File: config.mk
export PLATFORM = sky130hd
export DESIGN_NAME = muldiv_ctrl
export DESIGN_NICKNAME = d
export VERILOG_FILES = /design/src/rtl/muldiv_pkg.sv /design/src/rtl/muldiv_watchdog.sv /design/src/rtl/muldiv_ctrl.sv
export SDC_FILE = /design/constraint.sdc
export NUM_CORES = 1
export LEC_CHECK = 0
export BUFFER_PORTS_ARGS = -buffer_cell sky130_fd_sc_hd__buf_2
export CAP_MARGIN = 20
export CORE_AREA = 2 2 132 134
export CTS_BUF_LIST = sky130_fd_sc_hd__clkbuf_8
export DETAILED_ROUTE_END_ITERATION = 16
export DIE_AREA = 0 0 134 136
export PLACE_DENSITY = 0.82
export RECOVER_POWER = 100
export SLEW_MARGIN = 0
export SYNTH_ARGS = -nofsm -noshare
export SYNTH_HDL_FRONTEND = slang
export SYNTH_HIERARCHICAL = 1
export SYNTH_SLANG_ARGS = --single-unit
export TNS_END_PERCENT = 30
File: constraint.sdc
create_clock -name clk -period 2.53 [get_ports clk]
set_input_delay 0.253 -clock clk [delete_from_list [all_inputs] [get_ports clk]]
set_output_delay 0.253 -clock clk [all_outputs]
set_load 0.05 [all_outputs]
File: src/rtl/muldiv_pkg.sv
`default_nettype none
// ============================================================================
// Module   : muldiv_pkg
// Purpose  : Shared types and constants for the HI/LO multiply/divide control.
// Revision : 1.0 - initial release
// ============================================================================
package muldiv_pkg;

    typedef enum logic [2:0] {
        OP_MULT  = 3'd0,
        OP_MULTU = 3'd1,
        OP_DIV   = 3'd2,
        OP_DIVU  = 3'd3,
        OP_MTHI  = 3'd4,
        OP_MTLO  = 3'd5
    } op_e;

    typedef enum logic [2:0] {
        ST_IDLE  = 3'd0,
        ST_MUL   = 3'd1,
        ST_DIV   = 3'd2,
        ST_DONE  = 3'd3,
        ST_DRAIN = 3'd4
    } state_e;

    localparam logic [1:0] HILO_WE_HI = 2'b10;
    localparam logic [1:0] HILO_WE_LO = 2'b01;

    function automatic logic is_mul_op(input logic [2:0] op);
        return (op == OP_MULT) || (op == OP_MULTU);
    endfunction

    function automatic logic is_div_op(input logic [2:0] op);
        return (op == OP_DIV) || (op == OP_DIVU);
    endfunction

endpackage
`default_nettype wire

File: src/rtl/muldiv_watchdog.sv
`default_nettype none
// ============================================================================
// Module   : muldiv_watchdog
// Purpose  : Busy-cycle counter; flags the cycle whose edge reaches TIMEOUT.
// Revision : 1.0 - initial release
// ============================================================================
module muldiv_watchdog #(
    parameter int TIMEOUT = 63,
    parameter int CNT_W   = 6
) (
    input  logic clk,
    input  logic rst,
    input  logic clr_i,
    input  logic en_i,
    output logic term_o
);

    logic [CNT_W-1:0] cnt_q;

    always_ff @(posedge clk) begin
        if (rst) begin
            cnt_q <= '0;
        end else if (clr_i) begin
            cnt_q <= '0;
        end else if (en_i) begin
            cnt_q <= cnt_q + 1'b1;
        end
    end

    // Terminal one cycle early so the abort lands exactly after TIMEOUT busy cycles.
    assign term_o = en_i && (cnt_q == CNT_W'(TIMEOUT - 1));

endmodule
`default_nettype wire

File: src/rtl/muldiv_ctrl.sv
`default_nettype none
// ============================================================================
// Module   : muldiv_ctrl
// Purpose  : Issue/sequencing control for the multi-cycle MU/DU and HI/LO write.
// Revision : 1.0 - initial release
// ============================================================================
module muldiv_ctrl
    import muldiv_pkg::*;
#(
    parameter int TIMEOUT = 63,
    parameter int CNT_W   = 6
) (
    input  logic        clk,
    input  logic        rst,
    input  logic        op_valid,
    input  logic [2:0]  op_code,
    input  logic [31:0] src_a,
    input  logic [31:0] src_b,
    input  logic        flush,
    output logic        mul_start,
    output logic        div_start,
    output logic        unit_signed,
    output logic [31:0] unit_a,
    output logic [31:0] unit_b,
    input  logic        mul_done,
    input  logic [63:0] mul_result,
    input  logic        div_done,
    input  logic [63:0] div_result,
    output logic        stall,
    output logic [1:0]  hilo_we,
    output logic [31:0] hi_wdata,
    output logic [31:0] lo_wdata,
    output logic        busy,
    output logic        timeout_err
);

    state_e      state_q, state_d;
    logic [31:0] a_q, a_d;
    logic [31:0] b_q, b_d;
    logic        sgn_q, sgn_d;
    logic [63:0] res_q, res_d;
    logic        wr_q, wr_d;
    logic        start_q, start_d;
    logic        div_unit_q, div_unit_d;
    logic        err_q, err_d;

    logic        w_op_ok;
    logic        w_unit_done;
    logic [63:0] w_unit_result;
    logic        w_wd_clr;
    logic        w_wd_en;
    logic        w_wd_term;

    muldiv_watchdog #(
        .TIMEOUT (TIMEOUT),
        .CNT_W   (CNT_W)
    ) u_wdog (
        .clk    (clk),
        .rst    (rst),
        .clr_i  (w_wd_clr),
        .en_i   (w_wd_en),
        .term_o (w_wd_term)
    );

    assign w_op_ok       = op_valid && !flush;
    assign w_unit_done   = div_unit_q ? div_done : mul_done;
    assign w_unit_result = div_unit_q ? div_result : mul_result;

    always_comb begin
        state_d    = state_q;
        a_d        = a_q;
        b_d        = b_q;
        sgn_d      = sgn_q;
        res_d      = res_q;
        wr_d       = wr_q;
        start_d    = 1'b0;
        div_unit_d = div_unit_q;
        err_d      = err_q;
        w_wd_clr   = 1'b0;
        w_wd_en    = 1'b0;
        stall      = 1'b0;
        hilo_we    = 2'b00;
        hi_wdata   = src_a;
        lo_wdata   = src_a;

        case (state_q)
            ST_IDLE: begin
                if (w_op_ok && (is_mul_op(op_code) || is_div_op(op_code))) begin
                    stall      = 1'b1;
                    a_d        = src_a;
                    b_d        = src_b;
                    sgn_d      = (op_code == OP_MULT) || (op_code == OP_DIV);
                    div_unit_d = is_div_op(op_code);
                    if (is_div_op(op_code) && (src_b == 32'd0)) begin
                        // Divide by zero never reaches the DU; HI/LO stay untouched.
                        wr_d    = 1'b0;
                        state_d = ST_DONE;
                    end else begin
                        wr_d     = 1'b1;
                        start_d  = 1'b1;
                        w_wd_clr = 1'b1;
                        state_d  = is_div_op(op_code) ? ST_DIV : ST_MUL;
                    end
                end else if (w_op_ok && (op_code == OP_MTHI)) begin
                    hilo_we = HILO_WE_HI;
                end else if (w_op_ok && (op_code == OP_MTLO)) begin
                    hilo_we = HILO_WE_LO;
                end
            end

            ST_MUL, ST_DIV: begin
                stall   = 1'b1;
                w_wd_en = 1'b1;
                if (w_unit_done) begin
                    res_d   = w_unit_result;
                    // A flush coinciding with completion has nothing left to drain.
                    state_d = flush ? ST_IDLE : ST_DONE;
                end else if (flush) begin
                    w_wd_clr = 1'b1;
                    state_d  = ST_DRAIN;
                end else if (w_wd_term) begin
                    err_d   = 1'b1;
                    state_d = ST_IDLE;
                end
            end

            ST_DONE: begin
                hi_wdata = res_q[63:32];
                lo_wdata = res_q[31:0];
                if (wr_q && !flush) begin
                    hilo_we = HILO_WE_HI | HILO_WE_LO;
                end
                state_d = ST_IDLE;
            end

            ST_DRAIN: begin
                w_wd_en = 1'b1;
                stall   = w_op_ok && (is_mul_op(op_code) || is_div_op(op_code));
                if (w_op_ok && (op_code == OP_MTHI)) begin
                    hilo_we = HILO_WE_HI;
                end else if (w_op_ok && (op_code == OP_MTLO)) begin
                    hilo_we = HILO_WE_LO;
                end
                if (w_unit_done) begin
                    state_d = ST_IDLE;
                end else if (w_wd_term) begin
                    err_d   = 1'b1;
                    state_d = ST_IDLE;
                end
            end

            default: state_d = ST_IDLE;
        endcase
    end

    always_ff @(posedge clk) begin
        if (rst) begin
            state_q    <= ST_IDLE;
            a_q        <= '0;
            b_q        <= '0;
            sgn_q      <= 1'b0;
            res_q      <= '0;
            wr_q       <= 1'b0;
            start_q    <= 1'b0;
            div_unit_q <= 1'b0;
            err_q      <= 1'b0;
        end else begin
            state_q    <= state_d;
            a_q        <= a_d;
            b_q        <= b_d;
            sgn_q      <= sgn_d;
            res_q      <= res_d;
            wr_q       <= wr_d;
            start_q    <= start_d;
            div_unit_q <= div_unit_d;
            err_q      <= err_d;
        end
    end

    assign mul_start   = start_q && (state_q == ST_MUL);
    assign div_start   = start_q && (state_q == ST_DIV);
    assign unit_signed = sgn_q;
    assign unit_a      = a_q;
    assign unit_b      = b_q;
    assign busy        = (state_q != ST_IDLE);
    assign timeout_err = err_q;

endmodule
`default_nettype wire

Word level (Yosys, flattened, before mapping)
Index checks and enable logic that the tools add are counted.
{"block": "op_classes", "n_bitwise": 1, "add_sub_neg": 1, "n_reduce_logical": 26, "n_mux": 31, "n_eq_ne": 14}
{"operator": "32-bit two-way mux", "n": 2}
{"operator": "64-bit two-way mux", "n": 1}
{"operator": "32-bit zero test", "n": 1}
{"operator": "3-bit two-way mux", "n": 5}
{"operator": "3-bit by 2-bit equality test with 1-bit output, second input constant", "n": 4}
{"operator": "1-bit two-way mux", "n": 12}
{"operator": "2-bit two-way mux", "n": 6}
{"operator": "3-bit equality test, second input constant", "n": 3}
{"operator": "1-bit logical AND", "n": 9}
{"operator": "3-bit one-hot mux with 3 select lines", "n": 1}
{"operator": "2-bit != test, second input constant", "n": 4}
{"operator": "6-bit by 1-bit adder with 6-bit output, second input constant", "n": 1}
{"operator": "3-bit by 1-bit equality test with 1-bit output, second input constant", "n": 2}
{"operator": "6-bit equality test, second input constant", "n": 1}
{"operator": "3-bit zero test", "n": 2}
{"operator": "2-bit one-hot mux with 3 select lines", "n": 1}
{"operator": "2-bit OR reduction", "n": 3}
{"operator": "1-bit logical OR", "n": 4}
{"operator": "1-bit one-hot mux with 2 select lines", "n": 2}
{"operator": "2-bit AND reduction", "n": 2}
{"operator": "4-bit AND reduction", "n": 1}
{"operator": "1-bit one-hot mux with 3 select lines", "n": 1}
{"operator": "3-bit nonzero test", "n": 1}
{"operator": "3-bit OR reduction", "n": 1}
{"operator": "3 further kinds", "n": 3}
{"block": "totals", "ff_bits": 142, "in_bits": 201, "out_inout_bits": 136, "word_cells": 83}

Longest topological paths before layout
Gate-level depths: netlist of the first run.
{"block": "logic_depth", "depth_word": 8, "depth_mapped": 9, "depth_no_buf": 7}

Hierarchy
The synthesis of the first run kept the hierarchy.
{"module": "muldiv_ctrl", "instances": 1, "area_each_um2": 6180.9, "seq_area_each_um2": 2722.6, "cells_per_inst": 808}
{"module": "muldiv_watchdog", "instances": 1, "area_each_um2": 284.0, "seq_area_each_um2": 120.1, "cells_per_inst": 31}

Worst setup path after synthesis of the first run
Ideal clock, no wire load.
{"block": "synth_timing", "kind": "reg2out", "start": "register state_q[1]", "end": "output hilo_we[0]", "path_buffers": 1, "path_stages_with_launch": 5, "required_ps": 2277, "arrival_time_ps": 2565, "slack_ps": -288, "path_cell_list": "dfxtp_1 -> buf_6 -> or3b_4 -> or4b_2 -> o21ai_0"}
{"block": "synth_between", "elab_chain_len": 2, "word_cells_on_any_way": 4, "classes_between": "eq/ne: 2; mux: 1; reduce/logical: 1"}
{"item": "start, declared", "line": "muldiv_ctrl.sv:37", "rtl": "state_e state_q, state_d;"}
{"item": "start signal, assigned", "line": "muldiv_ctrl.sv:168", "rtl": "state_q <= state_d;"}
{"item": "3-bit equality test (tied with other cells)", "line": "muldiv_ctrl.sv:86", "rtl": "case (state_q)"}
{"item": "2-bit one-hot mux with 3 select lines *", "line": "muldiv_ctrl.sv:86"}
{"item": "end, declared", "line": "muldiv_ctrl.sv:30", "rtl": "output logic [1:0] hilo_we,"}
Every way passes the cells marked *; elsewhere a longest branch is shown, timed or not.

Worst setup path in the final report of the first run
{"block": "layout_timing", "start": "register state_q[1]", "end": "output hilo_we[1]"}
The elaborated chain is that of the path after synthesis.

==> qor.yml, run 1 <==
status: "completed"
drt_wl_total_mm: 20.8
antenna_found_initial: 1
synth_cells: 839
path_clk_slew_ns: 0.08
ys_ff_latch: 142
reg2reg_depth: 5
fp.coreArea_mm2: 0.0169
fin_crit_sh_pct: 96.2
syn_to_final_growth_pct: 33.9
start_util_pct: 38.3
hold_viol_final: 0
drv_cap: 0
ant_nets: 0
cpMaxStageDelayCell: "or4b_4"
clkSinkCount: 142
grt_pass1_wl_mm: 30.7
crit_fanout: 4
min_from: "src_b[2]"
track_usage_pct: 21.6
die_area_mm2: 0.0182
fin_setup_tns_ns: 0
fin_skew_ns: 0.0130
hold_depth: 3
worstSetupPathType: "flop to output pin"
place_inst: 1346
io_buffers: 336
cpLargestDelayFamily: "simple AND/OR/NAND/NOR gates"
instances_no_fill: 1379
ioPinCount: 337
crit_start: "state_q[1]"
power_density_mw_per_mm2: 613
cts.path.max_buffers: 2
async_flop_share_pct: 0
nets: 1344
fmax_ghz: 0.411
synth_edf_count: 0
ctsHtreeMaxLevel: 4
tightest_slew_ns: 1.08
grt_pass1_vias: 6193
synthesis.area_mm2: 0.00646
avgSynthCellArea_um2: 7.71
finalInstanceArea_mm2: 0.00866
hpwl_mm: 15.1
nFillCells: 1668
die_x_um: 134
max-slew-margin-rel_pct: 27.3
overflow: 0
clkLatencyLatePin_ns: 0.45
worst-path-buf-inv: 1
drt_pass1_iterations: 4
layout_min_cycle_time_ns: 2.43
p_leak_nw: 3.55
drive_gt1_share_pct: 27.6
routabilityCongestion: 0.871
worstPathRequired_ns: 2.28
irDropWorstVdd_v: 0.000272
rows: 48
cpPeakStageDelay_ns: 0.55
r2r-end: "unit_b[29]"
final_max_slew_viol_count: 0
crit_chain: "or3b_4 -> or4b_4 -> o21ai_1 -> buf_6"
r2r_slack_ns: 0.20
min-delay-path-class: "input port to flop"
ys.flop_type: "dfxtp_1"
drt_iter0_drc: 383
cts_tree: "yes"
dpl_cell_area_mm2: 0.00833
wl_per_cell_um: 15.1
yosysSeqAreaShare_pct: 44.0
ys_types: 38
drc: 0
grt_max_degree: 81
num_vias: 6877
cts_setup_buffers: 0
cp-start-kind: "flop"
rsz0062_at_grt: "false"
cts_root_buffer: "clkbuf_8"
diodes: 0
viasPerCell: 4.99
setup_viol: 0
die_h_um: 136
fin_hold_ws_ns: 0.0465
cts_made_buffers: 17
synth_fp_nets: 1042
worstHoldEndpoint: "unit_b[2]"
timing.rr.start: "state_q[1]"
critPathCaptureType: "output pin"
cp.arrival_ns: 2.18
yosysWarningCount: 6
what timing repair did:
action,in CTS,in global routing
setup endpoints to repair,58,60
endpoints found under the hold margin,1,0
gates resized for setup,6,2
hold buffers,1,0
worst max-delay path by stage:
| stage | end | slack, ns | cells after the start |
|---|---|---|---|
| 2_1_floorplan | hilo_we[0] | -0.29 | 4 |
| 3_3_place_gp | hilo_we[1] | 0.21 | 5 |
| 3_5_place_dp | hilo_we[1] | 0.19 | 5 |
| 4_1_cts | lo_wdata[20] | 0.006 | 5 |
| 5_1_grt | unit_signed | 0.03 | 5 |
| 6_report | hilo_we[1] | 0.1 | 4 |
stage by stage:
stage / worst slack (ns) / util, % / total power [mW]
2_1_floorplan: -0.288 / - / 3.09
3_3_place_gp: 0.207 / 49.3 / 3.43
3_5_place_dp: 0.194 / 49.3 / 3.45
4_1_cts: 0.00585 / 52.0 / 5.38
5_1_grt: 0.0276 / 51.3 / 5.52
6_report: 0.0960 / 51.3 / 5.30
cells in the final DEF, fill, tap and decap left out, types with 18 or more instances in the layout:
cell	count
nand2_1	294
buf_2	204
dfxtp_1	139
nor2_1	74
clkbuf_1	70
a211oi_1	69
a21oi_1	68
mux2i_1	65
clkbuf_2	61
clkbuf_8	18
layout make-up:
cell class | instances | area, um2 | share of cell area, %
clock buffers | 18 | 248 | 2.86
clock inverters | 14 | 169 | 1.95
inverters | 6 | 22.5 | 0.260
multi-input cells | 624 | 3290 | 38.0
flip-flops and latches | 142 | 2850 | 32.9
well taps | 225 | 282 | 3.25
repair buffers | 350 | 1800 | 20.7
worst reg2reg max path: cells and delay by family (launching register included):
family                 cells  cell delay [ns]
buffers and inverters      1             0.39
AOI/OAI and AO/OA          1             0.15
and+or+nand+nor            3             1.38
DFF                        1             0.32
where the power goes:
part	internal, mW	switching, mW	leakage, nW
registers	2.33	0.0548	1.15
clock network	1.00	0.911	0.208
logic	0.313	0.694	2.19
total	3.64	1.66	3.55
flip-flops by register name, summed over array words and instances, names as in the netlist:
register,flops
div_unit_q,1
res_q,64
start_q,1
state_q,3
timeout_err,1
u_wdog/cnt_q,6
unit_a,32
unit_b,32
unit_signed,1
wr_q,1
logic make-up (layout without fill, tap and decap cells):
group / after synthesis / count (layout) / synth area share [%]
compound gates: 148 / 148 / 14.4
xor+xnor: 5 / 5 / 0.677
fa+ha+maj: 2 / 2 / 0.387
buf+inv: 73 / 388 / 5.23
flops: 142 / 142 / 44.0
mux: 65 / 65 / 10.1
simple gates: 404 / 404 / 25.3
metal layers:
metal,global-route usage [%],wire length [um],vias up
met5,0,11,-
met4,8.16,459,2
met3,4.85,1410,33
met2,37.8,10200,285
met1,25.9,8780,3115
li1,-,-,3442
synthesized netlist by cell type, drive strengths merged, types with 3 or more instances:
cell	n	area [um2]
buf	31	180
inv	6	22.5
nor2	74	278
xor2	3	26.3
nand2b	3	18.8
nor4	10	68.8
a21oi	68	340
mux2i	65	651
nor3	5	25.0
clkbuf	36	135
o21ai	4	20.0
nand4	3	25.0
dfxtp	142	2840
nand2	294	1100
a211oi	69	518
Power figures use the tool's default switching activity.
==> inputs of run 2 (changes only) <==
- ABC_AREA: default -> 1
==> run 2 against run 1 <==
Effect of this change: setup slack gained 0.12 ns; sequential power is 2% higher; synthesized cell count increased by 4.6%; global-route usage down 0.30 points; fmax is 5.2% higher; highest routed layer is now met4.
==> qor.yml, run 2 <==
status: "completed"  # unchanged
yosysSeqAreaShare_pct: 43.9  # was 44.0%
crit_fanout: 30  # was 4
cp-start-kind: "flop"  # unchanged
grt_max_degree: 129  # was 81
r2r-end: "wr_q"  # was unit_b[29]
ys.flop_type: "dfxtp_1"  # unchanged
synth_edf_count: 0  # unchanged
wl_per_cell_um: 14.4  # was 15.1 um
reg2reg_depth: 7  # was 5
setup_viol: 0  # unchanged
ys_types: 23  # was 38
antenna_found_initial: 0  # was 1
drt_wl_total_mm: 20.4  # was 20.8 mm
final_max_slew_viol_count: 0  # unchanged
hold_viol_final: 0  # unchanged
ioPinCount: 337  # unchanged
path_clk_slew_ns: 0.08  # about the same
die_area_mm2: 0.0182  # unchanged
nets: 1387  # was 1344
start_util_pct: 38.4  # was 38.3%
avgSynthCellArea_um2: 7.37  # was 7.71 um2
drv_cap: 0  # unchanged
ctsHtreeMaxLevel: 4  # unchanged
utilization_pct: 50.6  # was 51.3%
synth_cells: 878  # was 839
diodes: 0  # unchanged
syn_to_final_growth_pct: 32.0  # was 33.9%
die_x_um: 134  # unchanged
track_usage_pct: 21.3  # was 21.6%
cts_root_buffer: "clkbuf_8"  # unchanged
grt_pass1_wl_mm: 30.6  # was 30.7 mm
critPathCaptureType: "output pin"  # unchanged
cp.arrival_ns: 2.06  # was 2.18 ns
synth_fp_nets: 1081  # was 1042
fmax_ghz: 0.432  # was 0.411 GHz
largest_register_ffs: 64  # unchanged
io_buffers: 336  # unchanged
layout_setup_ws_ns: 0.216  # was 0.0960 ns
hpwl_mm: 14.9  # was 15.1 mm
synth_area_leaders: "dfxtp_1 (44%), nand2_1 (11%), mux2i_1 (9.9%)"  # was dfxtp_1 (44%), nand2_1 (17%), mux2i_1 (10%)
drc: 0  # unchanged
grt_use_met2_pct: 36.0  # was 37.8%
grt_util_met1_pct: 26.7  # was 25.9%
worstSetupPathType: "flop to output pin"  # unchanged
rows: 48  # unchanged
clkSinkCount: 142  # unchanged
irDropWorstVdd_v: 0.000291  # was 0.000272 V
die_h_um: 136  # unchanged
power_density_mw_per_mm2: 657  # was 613 mW/mm2
worstPathRequired_ns: 2.28  # about the same
drt_iter0_drc: 461  # was 383
max-slew-margin-rel_pct: 46.9  # was 27.3%
grt_busiest_layer: "met2"  # unchanged
fin_setup_tns_ns: 0  # unchanged
num_vias: 6950  # was 6877
worstHoldEndpoint: "unit_a[18]"  # was unit_b[2]
drive_gt1_share_pct: 26.5  # was 27.6%
tightest_slew_ns: 0.797  # was 1.08 ns
layout_commonest_cell: "buf_2"  # was nand2_1
layout_common_cells: "buf_2 (202), nand2_1 (195), nor2_1 (168)"  # was nand2_1 (294), buf_2 (204), dfxtp_1 (139)
finalInstanceArea_mm2: 0.00855  # was 0.00866 mm2
r2r_slack_ns: 0.27  # was 0.20 ns
fin_skew_ns: 0.0104  # was 0.0130 ns
grt_pass1_vias: 6009  # was 6193
yosysWarningCount: 6  # unchanged
fp.coreArea_mm2: 0.0169  # unchanged
cts.path.max_buffers: 2  # unchanged
overflow: 0  # unchanged
ys_ff_latch: 142  # unchanged
timing.rr.start: "state_q[2]"  # was state_q[1]
synth_top_area_cell: "dfxtp_1"  # unchanged
fin_crit_sh_pct: 91.5  # was 96.2%
min-delay-path-class: "input port to flop"  # unchanged
synth.most_common_cell: "nand2_1"  # unchanged
synthTopCellsByCount: "nand2_1 (194), nor2_1 (166), dfxtp_1 (142)"  # was nand2_1 (294), dfxtp_1 (142), nor2_1 (74)
synthesis.area_mm2: 0.00647  # was 0.00646 mm2
layout_min_cycle_time_ns: 2.31  # was 2.43 ns
ant_nets: 0  # unchanged
clkLatencyLatePin_ns: 0.44  # was 0.45 ns
rsz0062_at_grt: "false"  # unchanged
async_flop_share_pct: 0  # unchanged
finalPower_mw: 5.62  # was 5.30 mW
dpl_worst_slack_ns: 0.602  # was 0.194 ns
hold_depth: 3  # unchanged
synth_top_cell_area_share_pct: 43.9  # was 44.0%
cts_tree: "yes"  # unchanged
viasPerCell: 4.89  # was 4.99
grt_util_met3_pct: 5.48  # was 4.85%
dpl_cell_area_mm2: 0.00820  # was 0.00833 mm2
cts_made_buffers: 17  # unchanged
drt_pass1_iterations: 5  # was 4
min_from: "src_a[18]"  # was src_b[2]
routabilityCongestion: 0.832  # was 0.871
p_leak_nw: 4.01  # was 3.55 nW
max_flop_register: "res_q"  # unchanged
[run 2: report_power, final]
group / switching (mW) / leakage, nW / internal, mW
Sequential: 0.0642 / 1.16 / 2.36
Combinational: 0.809 / 2.62 / 0.314
Clock: 0.865 / 0.237 / 1.21
Total: 1.74 / 4.01 / 3.88
[run 2: worst max path at each step]
stage	start	to	slack, ns	depth (start not counted)
3_3_place_gp	state_q[0]	lo_wdata[30]	0.63	6
3_5_place_dp	state_q[1]	hi_wdata[0]	0.60	6
6_report	state_q[0]	lo_wdata[7]	0.22	6
4_1_cts	state_q[1]	hi_wdata[0]	0.09	6
2_1_floorplan	flush	stall	0.58	5
5_1_grt	state_q[0]	hilo_we[0]	0.06	6
[run 2: final cells by class]
class,count,area [um2]
Fill cell,1667,8330
Multi-Input combinational cell,656,3190
Sequential cell,142,2850
Timing Repair Buffer,347,1690
Clock buffer,22,303
Tap cell,225,282
Clock inverter,9,155
Inverter,20,81.3
[run 2: through the flow]
stage | instances | hold WS (ns)
3_3_place_gp | 1389 | 0.448
6_report | 1421 | 0.0445
4_1_cts | 1421 | 0.0121
3_5_place_dp | 1389 | 0.463
5_1_grt | 1421 | 0.0278
2_1_floorplan | 878 | 0.322
[run 2: logic make-up after synthesis]
family | count (synthesis) | share of synthesized area [%]
buf+inv | 80 | 6.69
fa+ha+maj | 2 | 0.387
flops | 142 | 43.9
simple gates | 374 | 22.3
mux | 64 | 9.90
compound gates | 216 | 16.8
[run 2: repair_timing]
action	4_1_cts	5_1_grt
endpoints found under the hold margin	1	0
gates resized for setup	0	3
hold buffers	1	0
buffers inserted	0	0
setup endpoints to repair	0	2
[run 2: metal layers]
metal  part of all wire (%)  up-vias
li1                       -     3490
met1                     41     3146
met2                     50      290
met3                    7.2       24
met4                    1.5        0
met5                      0        -
[run 2: worst max-delay path: stages, from the launching register on]
cell	delay, ns
dfxtp_1	0.38
inv_2	0.08
nor3_4	0.27
buf_4	0.37
nand2_1	0.13
nand2_1	0.09
clkbuf_2	0.28
==> inputs of run 3 (changes only) <==
- RECOVER_POWER: 100 -> 25
==> run 3 against run 2 <==
Effect of this change: hold slack improved by 0.0014 ns; critical endpoint unchanged; clock-buffer cell count unchanged; setup slack improved by 0.0036 ns; critical path type unchanged; largest cell class unchanged.
==> qor.yml, run 3 (synthesized netlist as in run 2, its figures left out) <==
grt_pass1_wl_mm: 30.6  # unchanged
worstSetupPathType: "flop to output pin"  # unchanged
ctsHtreeMaxLevel: 4  # unchanged
fin_crit_sh_pct: 91.3  # was 91.5%
drv_cap: 0  # unchanged
die_area_mm2: 0.0182  # unchanged
wl_met1_mm: 8.59  # was 8.47 mm
rsz0062_at_grt: "false"  # unchanged
setup_viol: 0  # unchanged
track_usage_pct: 21.3  # unchanged
overflow: 0  # unchanged
diodes: 0  # unchanged
cp.arrival_ns: 2.06  # about the same
grt_max_degree: 129  # unchanged
min_from: "src_a[18]"  # unchanged
cts_root_buffer: "clkbuf_8"  # unchanged
timing.rr.start: "state_q[2]"  # unchanged
hold_depth: 3  # unchanged
drt_wl_total_mm: 20.5  # was 20.4 mm
hold_viol_final: 0  # unchanged
grt_pass1_vias: 6009  # unchanged
die_h_um: 136  # unchanged
rows: 48  # unchanged
r2r-end: "state_q[1]"  # was wr_q
die_x_um: 134  # unchanged
cts_setup_buffers: 0  # unchanged
cts_tree: "yes"  # unchanged
reg2reg_depth: 10  # was 7
critPathCaptureType: "output pin"  # unchanged
cts_made_buffers: 17  # unchanged
viasPerCell: 4.91  # was 4.89
met3_length_mm: 1.39  # was 1.47 mm
dpl_cell_area_mm2: 0.00820  # unchanged
layout_common_cells: "buf_2 (270), nand2_1 (194), nor2_1 (166)"  # was buf_2 (202), nand2_1 (195), nor2_1 (168)
drt_iter0_drc: 495  # was 461
nets: 1387  # unchanged
wl_met2_mm: 10.1  # was 10.2 mm
final_max_slew_viol_count: 0  # unchanged
path_clk_slew_ns: 0.08  # about the same
layout_min_cycle_time_ns: 2.31  # about the same
syn_to_final_growth_pct: 32.8  # was 32.0%
drt_pass1_iterations: 5  # unchanged
cp-start-kind: "flop"  # unchanged
worstPathRequired_ns: 2.28  # about the same
crit_fanout: 30  # unchanged
drive_gt1_share_pct: 27.1  # was 26.5%
drc: 0  # unchanged
finalInstanceArea_mm2: 0.00860  # was 0.00855 mm2
max_flop_register: "res_q"  # unchanged
dpl_worst_slack_ns: 0.602  # unchanged
irDropWorstVdd_v: 0.000292  # was 0.000291 V
top_layer: "met4"  # unchanged
wl_per_cell_um: 14.4  # about the same
clkSinkCount: 142  # unchanged
fmax_ghz: 0.433  # was 0.432 GHz
ioPinCount: 337  # unchanged
cts.path.max_buffers: 2  # unchanged
num_vias: 6976  # was 6950
start_util_pct: 38.4  # unchanged
fin_skew_ns: 0.0108  # was 0.0104 ns
fin_setup_tns_ns: 0  # unchanged
r2r_slack_ns: 0.52  # was 0.27 ns
p_leak_nw: 4.03  # was 4.01 nW
fp.coreArea_mm2: 0.0169  # unchanged
routabilityCongestion: 0.832  # unchanged
tightest_slew_ns: 0.687  # was 0.797 ns
layout_setup_ws_ns: 0.220  # was 0.216 ns
hpwl_mm: 14.9  # unchanged
power_density_mw_per_mm2: 657  # about the same
antenna_found_initial: 0  # unchanged
io_buffers: 336  # unchanged
status: "completed"  # unchanged
ant_nets: 0  # unchanged
min-delay-path-class: "input port to flop"  # unchanged
worstHoldEndpoint: "unit_a[18]"  # unchanged
layout_commonest_cell: "buf_2"  # unchanged
max-slew-margin-rel_pct: 54.4  # was 46.9%
clkLatencyLatePin_ns: 0.44  # about the same
largest_register_ffs: 64  # unchanged
[run 3: cell types whose count changed in the layout (fill, tap and decap cells not counted), sizes merged]
| cell | delta |
|---|---|
| clkbuf | -72 |
| buf | +72 |
[run 3: cell type report]
cell class	count	area, um2
Clock buffer	22	303
Clock inverter	9	155
Fill cell	1658	8280
Inverter	20	81.3
Multi-Input combinational cell	656	3200
Sequential cell	142	2850
Tap cell	225	282
Timing Repair Buffer	347	1730
[run 3: repair_timing]
| action | 4_1_cts | 5_1_grt |
|---|---|---|
| hold buffers | 1 | 0 |
| gates resized for setup | 0 | 3 |
| setup endpoints to repair | 0 | 2 |
| hold endpoints to repair | 1 | 0 |
[run 3: power breakdown]
part / leakage (nW) / total, mW / internal (mW) / switching (mW)
clock network: 0.237 / 2.07 / 1.21 / 0.868
registers: 1.16 / 2.43 / 2.36 / 0.0670
logic: 2.63 / 1.14 / 0.328 / 0.815
[run 3: critical path, stage by stage (launching register included)]
cell,delay [ns]
dfxtp_1,0.40
inv_2,0.09
nor3_4,0.27
buf_4,0.37
nand2_1,0.13
nand2_1,0.09
buf_2,0.26
[run 3: stage by stage]
stage | power, mW | util (%) | std cells | hold WS (ns)
after detailed placement | 3.63 | 48.6 | 1389 | 0.463
after global placement | 3.61 | 48.6 | 1389 | 0.448
final | 5.64 | 50.9 | 1421 | 0.0458
after global routing | 5.86 | 50.9 | 1421 | 0.0278
after floorplan | 3.26 | - | 878 | 0.322
after CTS | 5.70 | 51.4 | 1421 | 0.0121
[run 3: how the worst max path moves through the flow]
stage,from,endpoint,slack [ns],depth (start not counted)
3_5_place_dp,state_q[1],hi_wdata[0],0.60,6
5_1_grt,state_q[0],hilo_we[0],0.07,6
3_3_place_gp,state_q[0],lo_wdata[30],0.63,6
2_1_floorplan,flush,stall,0.58,5
4_1_cts,state_q[1],hi_wdata[0],0.09,6
6_report,state_q[0],lo_wdata[7],0.22,6
[run 3: layer usage]
layer / GRT usage, % / vias up
li1: - / 3502
met3: 5.48 / 36
met2: 36.0 / 304
met4: 6.68 / 0
met1: 26.7 / 3134
met5: 0 / -
